$ cat src/rtl/prog_encoder.sv
// Program loader/encoder: accepts instruction fields over valid/ready, packs them into
// the 16-bit control word and streams them sequentially into program memory.
module prog_encoder #(
    parameter int DEPTH = 1024,
    parameter int AW    = 10
) (
    input  logic          clk,
    input  logic          reset,
    input  logic          clr,
    input  logic          in_valid,
    output logic          in_ready,
    input  logic [1:0]    kind,
    input  logic [2:0]    alu_op,
    input  logic [1:0]    jcond,
    input  logic [3:0]    ra,
    input  logic [3:0]    rb,
    input  logic [3:0]    rd,
    input  logic [7:0]    imm,
    input  logic [9:0]    target,
    output logic          mem_we,
    output logic [AW-1:0] mem_addr,
    output logic [15:0]   mem_wd,
    output logic [AW:0]   count,
    output logic          full,
    output logic          err
);

    typedef enum logic [1:0] {
        IDLE  = 2'd0,
        WRITE = 2'd1,
        FULL  = 2'd2
    } state_t;

    localparam logic [AW:0] DEPTH_C = (AW+1)'(DEPTH);

    function automatic logic is_illegal(input logic [1:0] k, input logic [1:0] jc);
        logic bad;
        bad = 1'b0;
        case (k)
            2'b11:   bad = 1'b1;
            2'b10:   bad = (jc == 2'b11);
            default: bad = 1'b0;
        endcase
        return bad;
    endfunction

    function automatic logic [15:0] encode(
        input logic [1:0] k,
        input logic [2:0] op,
        input logic [1:0] jc,
        input logic [3:0] s1,
        input logic [3:0] s2,
        input logic [3:0] d,
        input logic [7:0] im,
        input logic [9:0] tgt
    );
        logic [15:0] w;
        w = 16'h0000;
        case (k)
            2'b00:   w = {1'b1, op, s1, s2, d};
            2'b01:   w = {4'b0000, im, d};
            2'b10:   w = {4'b0001, jc, tgt};
            default: w = 16'h0000;
        endcase
        return w;
    endfunction

    state_t        state_q, state_d;
    logic [AW-1:0] ptr_q, ptr_d;
    logic [AW:0]   count_q, count_d;
    logic          mem_we_q, mem_we_d;
    logic [AW-1:0] mem_addr_q, mem_addr_d;
    logic [15:0]   mem_wd_q, mem_wd_d;
    logic          full_q, full_d;
    logic          err_q, err_d;

    logic          in_ready_s;
    logic          accept_s;
    logic [AW:0]   count_inc_s;

    assign in_ready_s  = (state_q == IDLE) && !clr;
    assign accept_s    = in_valid && in_ready_s;
    assign count_inc_s = count_q + (AW+1)'(1);

    // Next-state logic: accept/encode in IDLE, commit pointer in WRITE, clr overrides increment.
    always_comb begin
        state_d    = state_q;
        ptr_d      = ptr_q;
        count_d    = count_q;
        mem_we_d   = 1'b0;
        mem_addr_d = mem_addr_q;
        mem_wd_d   = mem_wd_q;
        full_d     = full_q;
        err_d      = err_q;
        case (state_q)
            IDLE: begin
                if (clr) begin
                    ptr_d   = {AW{1'b0}};
                    count_d = {(AW+1){1'b0}};
                    err_d   = 1'b0;
                    full_d  = 1'b0;
                    state_d = IDLE;
                end else if (accept_s) begin
                    if (is_illegal(kind, jcond)) begin
                        err_d   = 1'b1;
                        state_d = IDLE;
                    end else begin
                        mem_we_d   = 1'b1;
                        mem_addr_d = ptr_q;
                        mem_wd_d   = encode(kind, alu_op, jcond, ra, rb, rd, imm, target);
                        state_d    = WRITE;
                    end
                end else begin
                    state_d = IDLE;
                end
            end
            WRITE: begin
                if (clr) begin
                    ptr_d   = {AW{1'b0}};
                    count_d = {(AW+1){1'b0}};
                    err_d   = 1'b0;
                    full_d  = 1'b0;
                    state_d = IDLE;
                end else begin
                    ptr_d   = ptr_q + AW'(1);
                    count_d = count_inc_s;
                    if (count_inc_s == DEPTH_C) begin
                        full_d  = 1'b1;
                        state_d = FULL;
                    end else begin
                        full_d  = 1'b0;
                        state_d = IDLE;
                    end
                end
            end
            FULL: begin
                if (clr) begin
                    ptr_d   = {AW{1'b0}};
                    count_d = {(AW+1){1'b0}};
                    err_d   = 1'b0;
                    full_d  = 1'b0;
                    state_d = IDLE;
                end else begin
                    state_d = FULL;
                end
            end
            default: begin
                state_d = IDLE;
            end
        endcase
    end

    // State and output registers with synchronous active-low reset.
    always_ff @(posedge clk) begin
        if (!reset) begin
            state_q    <= IDLE;
            ptr_q      <= {AW{1'b0}};
            count_q    <= {(AW+1){1'b0}};
            mem_we_q   <= 1'b0;
            mem_addr_q <= {AW{1'b0}};
            mem_wd_q   <= 16'h0000;
            full_q     <= 1'b0;
            err_q      <= 1'b0;
        end else begin
            state_q    <= state_d;
            ptr_q      <= ptr_d;
            count_q    <= count_d;
            mem_we_q   <= mem_we_d;
            mem_addr_q <= mem_addr_d;
            mem_wd_q   <= mem_wd_d;
            full_q     <= full_d;
            err_q      <= err_d;
        end
    end

    assign in_ready = in_ready_s;
    assign mem_we   = mem_we_q;
    assign mem_addr = mem_addr_q;
    assign mem_wd   = mem_wd_q;
    assign count    = count_q;
    assign full     = full_q;
    assign err      = err_q;

endmodule

$ cat config.mk
export PLATFORM = sky130hd
export DESIGN_NAME = prog_encoder
export DESIGN_NICKNAME = d
export VERILOG_FILES = /design/src/rtl/prog_encoder.sv
export SDC_FILE = /design/constraint.sdc
export NUM_CORES = 1
export LEC_CHECK = 0
export CORE_MARGIN = 5
export CORE_UTILIZATION = 42
export CTS_CLUSTER_SIZE = 20
export DETAILED_ROUTE_END_ITERATION = 8
export DONT_BUFFER_PORTS = 1
export GPL_TIMING_DRIVEN = 0
export PLACE_DENSITY = 0.56
export SYNTH_ARGS = -nofsm -noshare
export SYNTH_HDL_FRONTEND = slang
export SYNTH_SLANG_ARGS = --single-unit
export TNS_END_PERCENT = 50
$ cat constraint.sdc
create_clock -name clk -period 2.1 [get_ports clk]
set_clock_uncertainty 0.05 [all_clocks]
set_input_delay 0.21 -clock clk [delete_from_list [all_inputs] [get_ports clk]]
set_output_delay 0.21 -clock clk [all_outputs]
set_load 0.05 [all_outputs]
==> run metrics, run 1 <==
status=completed; TritonCTS clock tree=done; hold crit path type=input pin to register; Final Core Density=0.482; r2r endpoint=count[3]$_SDFFE_PN0P_; total track usage=0.178; Tot Pwr=1.80 mW; crit-path max FO=6; Mapped Cells=309; Max Clk Rate=slightly below 500 MHz; first-pass GRT wire length=10700 um; Num CTS Buffers=5; hold wc startpoint=reset; max-slew violations=0; FP Rows=28; placed instance count=about 380; Syn Area/Cell=between 8 and 9 sq um; Post-synth ARST share=0; Main synth FF type=dfxtp_1; Die H=between 80 and 90 um; Via density=around 6; setup slack, reg-to-reg=40 ps; starting density of the core=0.425; clk buf depth=2; post-route setup slack=~42 ps; worst-case reg-to-reg path depth=6; # IOs=slightly above 80; routability cong.=approximately 0.79; Port Buffers=0; worst slew pin tran=just over 900 ps; initial antenna violation count=0; final hold viol count=0; worst setup path class=register to register; Layout Nets=between 300 and 400; Synth Register Bits=52; hold_ws=between 10 and 15 ps; yosys warns=0; Worst Path Required=between 2000 and 2500 ps; placed instance area=0.00258 sq mm; CP endpoint kind=register; Mapped Nets=roughly 360; DP Worst Slack=-312 ps; total gr overflow=0; Max VDD drop=0.314 mV; TNS Setup=0 ps; Die ar.=0.00756 sq mm; Seq/Total Area, Yosys=0.419; worst relative slew slack=0.378; WHS Path Cells=2; min Tclk post-route=~2000 ps; Pre-Repair DR Iteration Count=4; number of global-route vias before repair=~2100; Synth cell types=44; Post-synth EDFFs=0; design area=between 0.002 and 0.003 sq mm; synthesized area=roughly 0.0025 sq mm; Initial DRC Count=between 100 and 150; layout cells sized above 1=0.154; most frequent cells in the layout=nor2_1, dfxtp_1, nand2_1; antenna-violating nets left=0; n_diodes=0; worst hold endpoint=full$_SDFFE_PN0P_; RSZ-0062 raised after global routing=true; final wirelength=6880 um; dpl hpwl=4870 um; core area=0.00585 sq mm; Pleak=approximately 1 nW; Critical R2R Launch=state_q[1]$_SDFF_PN0_; Root Driver=clkbuf_8; Arrival @ worst endpoint=2240 ps; Setup-failing EPs final=0; non-filler instance count after layout=400; Max-Cap Viols=0; commonest non-fill, non-tap cell in the layout=nor2_1; pwr dens=~640 mW/mm^2; DR WL/cell=around 17 um; clk_lat worst skew=300 ps; DRC violations left=0; CTS H-tree depth=2; area added between synthesis and finish=13.4%; Vias=between 2000 and 2500; Final period util=0.980; CP Launch Type=register; CTS clk-pin slew, worst paths=around 100 ps; Die Wd=86.9 um; Fillers=around 570; largest net degree at the start of global routing=17; clk sinks=52
## cell usage after synthesis (2+ instances only)
master     n  area (sq um)
a21o_1     3          22.5
a21oi_1   30           150
a221oi_1  12           105
a22oi_1    4          30.0
a311oi_1   3          26.3
a31oi_1    3          18.8
a41oi_1    2          17.5
and3_1     7          43.8
clkbuf_1  17          63.8
dfxtp_1   52          1040
ha_1       7          87.6
inv_1      3          11.3
mux2_2     8          90.1
nand2_1   38           143
nand3_1   10          50.1
nand3b_1   5          37.5
nor2_1    44           165
nor3_1    17          85.1
nor4bb_1   2          20.0
o21ai_0   13          65.1
o21ai_1    4          20.0
o31ai_1    2          15.0
or3_1      2          12.5
## how the worst max path moves through the flow
| stage | from | to | slack (ps) | depth (start not counted) |
|---|---|---|---|---|
| 2_1_floorplan | state_q[0]$_SDFF_PN0_ | count[3]$_SDFFE_PN0P_ | 30 | 7 |
| 6_report | state_q[1]$_SDFF_PN0_ | count[3]$_SDFFE_PN0P_ | 40 | 6 |
| 4_1_cts | count[8]$_SDFFE_PN0P_ | full$_SDFFE_PN0P_ | -10 | 5 |
| 5_1_grt | count[0]$_SDFFE_PN0P_ | full$_SDFFE_PN0P_ | -100 | 6 |
| 3_3_place_gp | count[0]$_SDFFE_PN0P_ | full$_SDFFE_PN0P_ | -240 | 6 |
| 3_5_place_dp | count[0]$_SDFFE_PN0P_ | full$_SDFFE_PN0P_ | -310 | 6 |
## critical path, stage by stage, from the launching register on
cell and delay [ps]:
dfxtp_2 370, inv_2 40, ha_2 200, or3b_4 430, or2_4 290, or4b_1 480, a21oi_1 130
## power breakdown
part / total [mW] / internal (mW) / switching, mW / leakage, nW
clock: 0.582 / 0.238 / 0.344 / 0.0414
sequential: 1.08 / 1.00 / 0.0741 / 0.428
combinational: 0.141 / 0.0511 / 0.0896 / 0.539
## final cells by class
cell class	count	area [sq um]	share of cell area
multi-input cells	234	1400	0.496
flip-flops and latches	52	1060	0.377
well taps	75	93.8	0.0333
plain buffers	18	92.6	0.0329
clock buffers	6	72.6	0.0258
repair buffers	9	68.8	0.0244
clock inverters	2	16.3	0.00577
inverters	4	15.0	0.00533
## logic make-up (layout without fill, tap and decap cells)
| family | Yosys count | after routing | share of synthesized area |
|---|---|---|---|
| multiplexers | 9 | 9 | 0.0403 |
| AND/OR/NAND/NOR | 136 | 136 | 0.260 |
| adder cells (fa/ha/maj) | 7 | 7 | 0.0352 |
| buffers and inverters | 23 | 39 | 0.0352 |
| XOR/XNOR | 1 | 1 | 0.00353 |
| AO/OA/AOI/OAI | 81 | 81 | 0.207 |
| flip-flops | 52 | 52 | 0.419 |
## repair_timing
action	CTS	global route
setup endpoints to repair	46	27
buffers inserted	4	2
resized for setup	23	15
hold buffers	3	0
hold endpoints to repair	3	0
pin swaps	6	5
## per-layer routing
metal,up-vias,global-route usage,share of wire
met2,73,0.286,0.48
li1,1155,-,-
met3,4,0.0397,0.067
met1,1145,0.239,0.45
met4,0,0.0482,0.0064
met5,-,0,0
## registers in the layout, indices dropped and copies added, names as in the netlist
name,cells
mem_wd,16
count,11
mem_addr,10
ptr_q,10
state_q,2
err,1
full,1
mem_we,1
No activity file was read; power rests on OpenSTA's default activity.
==> inputs of run 2 (changes only) <==
--- a/config.mk
+++ b/config.mk
@@ -11,7 +11,7 @@
 export DETAILED_ROUTE_END_ITERATION = 8
 export DONT_BUFFER_PORTS = 1
 export GPL_TIMING_DRIVEN = 0
-export PLACE_DENSITY = 0.56
+export PLACE_DENSITY = 0.53
 export SYNTH_ARGS = -nofsm -noshare
 export SYNTH_HDL_FRONTEND = slang
 export SYNTH_SLANG_ARGS = --single-unit
==> constraint.sdc (replaced) <==
create_clock -name clk -period 2.5 [get_ports clk]
set_clock_uncertainty 0.05 [all_clocks]
set_input_delay 0.25 -clock clk [delete_from_list [all_inputs] [get_ports clk]]
set_output_delay 0.25 -clock clk [all_outputs]
set_load 0.05 [all_outputs]
==> run 2 against run 1 <==
- sequential power decreased by 16%
- maximum frequency is 11% lower
- worst setup slack gained 150 ps
- combinational power decreased by 21%
- routed wire length is 4.1% lower
- first-iteration DRC count fell by 26%
- register-to-register slack gained 150 ps
- largest power group unchanged
- global-route usage is essentially flat
==> run metrics, run 2 (synthesis gave the netlist of run 1 again) <==
Pre-Repair DR Iteration Count=4; Port Buffers=0; largest net degree at the start of global routing=16; worst-case reg-to-reg path depth=7; Layout Nets=around 360; number of global-route vias before repair=between 2000 and 2500; Max Clk Rate=433 MHz; Top Family by Delay on Critical Path=simple AND/OR/NAND/NOR gates; DP Worst Slack=-96.5 ps; RSZ-0062 raised after global routing=false; stages on the worst setup path=7; CP endpoint kind=register; clk sinks=52; Worst Path Required=about 2700 ps; dpl hpwl=4990 um; Setup-failing EPs final=0; worst setup path class=register to register; Vias=2271; pwr dens=618 mW/mm^2; CP Buf/Inv Count=2; CTS H-tree depth=2; first-pass GRT wire length=around 11000 um; Final period util=0.924; CTS clk-pin slew, worst paths=roughly 90 ps; cell breakdown of the critical path=inv_1 > ha_1 > or3b_4 > nor2_1 > clkbuf_1 > o21ai_0 > a311oi_1; core area=0.00585 sq mm; WHS Path Cells=1; initial antenna violation count=0; total track usage=0.178; FP Rows=28; DRC violations left=0; worst relative slew slack=0.358; # IOs=between 80 and 90; min Tclk post-route=around 2300 ps; max reg flops=16; Arrival @ worst endpoint=between 2000 and 2500 ps; layout cells sized above 1=0.0696; starting density of the core=0.425; Die ar.=approximately 0.0076 sq mm; placed instance count=around 380; setup slack, reg-to-reg=~190 ps; final hold viol count=0; placed instance area=around 0.0026 sq mm; r2r endpoint=count[9]$_SDFFE_PN0P_; post-route setup slack=roughly 190 ps; Fillers=approximately 600; Pleak=between 0.9 and 1 nW; CP endpoint=count[9]$_SDFFE_PN0P_; routability cong.=0.805; CP max stage cell=or3b_4; hold_buf cts=0; Setup crit start=state_q[1]$_SDFF_PN0_; Critical R2R Launch=state_q[1]$_SDFF_PN0_; final wirelength=approximately 6600 um; max-slew violations=0; TritonCTS clock tree=done; Root Driver=clkbuf_8; Max-Cap Viols=0; hold crit path type=input pin to register; Num CTS Buffers=5; n_diodes=0; TNS Setup=0 ps; non-filler instance count after layout=~390; clk buf depth=2; commonest non-fill, non-tap cell in the layout=dfxtp_1; Max VDD drop=between 0.3 and 0.4 mV; Via density=between 5 and 6; area added between synthesis and finish=9.37%; crit-path max FO=10; Critical Path Max Stage Delay=roughly 420 ps; total gr overflow=0; Final Core Density=0.465; Die Wd=roughly 87 um; worst slew pin tran=roughly 960 ps; Initial DRC Count=between 90 and 100; DR WL/cell=between 15 and 20 um; design area=approximately 0.0027 sq mm; Die H=between 80 and 90 um; CP Launch Type=register; antenna-violating nets left=0; status=completed; most frequent cells in the layout=dfxtp_1, nor2_1, nand2_1; clk_lat worst skew=about 300 ps
-- run 2: cell type report --
class,instances,area [sq um],share of cell area
multi-input cells,234,1360,0.499
flip-flops and latches,52,1050,0.387
well taps,75,93.8,0.0345
plain buffers,19,72.6,0.0267
clock buffers,5,68.8,0.0253
clock inverters,2,60.1,0.0221
inverters,4,15.0,0.00552
-- run 2: layer usage --
| metal | wire [um] | up-vias | GRT usage |
|---|---|---|---|
| met5 | 0 | - | 0 |
| met4 | 69 | 0 | 0.0467 |
| met3 | 501 | 7 | 0.0511 |
| met2 | 3180 | 65 | 0.298 |
| met1 | 2840 | 1065 | 0.224 |
| li1 | - | 1134 | - |
-- run 2: per-stage QoR --
stage	hold slack, ps	total power [mW]
after detailed placement	342	1.04
after global placement	345	1.04
after CTS	14.7	1.71
after floorplan	333	1.01
after global routing	6.08	1.76
final	16.1	1.68
-- run 2: how the worst min path moves through the flow --
| stage | from | to | slack (ps) |
|---|---|---|---|
| floorplan | reset | count[7]$_SDFFE_PN0P_ | 330 |
| global placement | reset | count[7]$_SDFFE_PN0P_ | 340 |
| detailed placement | reset | count[7]$_SDFFE_PN0P_ | 340 |
| CTS | reset | count[7]$_SDFFE_PN0P_ | 10 |
| global route | reset | count[7]$_SDFFE_PN0P_ | 6 |
| finish | reset | count[7]$_SDFFE_PN0P_ | 20 |
-- run 2: power by group --
group	leakage, nW	switching [mW]	internal (mW)
sequential	0.423	0.0621	0.841
combinational	0.462	0.0744	0.0368
clock	0.0642	0.271	0.394
total	0.950	0.407	1.27
-- run 2: worst reg2reg max path, stage by stage (launching register included) --
cell and delay [ps]:
dfxtp_1 380, inv_1 80, ha_1 230, or3b_4 420
nor2_1 190, clkbuf_1 420, o21ai_0 160, a311oi_1 300
-- run 2: what timing repair did --
| item | in CTS | in global routing |
|---|---|---|
| gates cloned | 0 | 0 |
| pin swaps | 0 | 0 |
| setup endpoints to repair | 2 | 1 |
| buffers inserted | 0 | 0 |
| gates resized for setup | 2 | 4 |
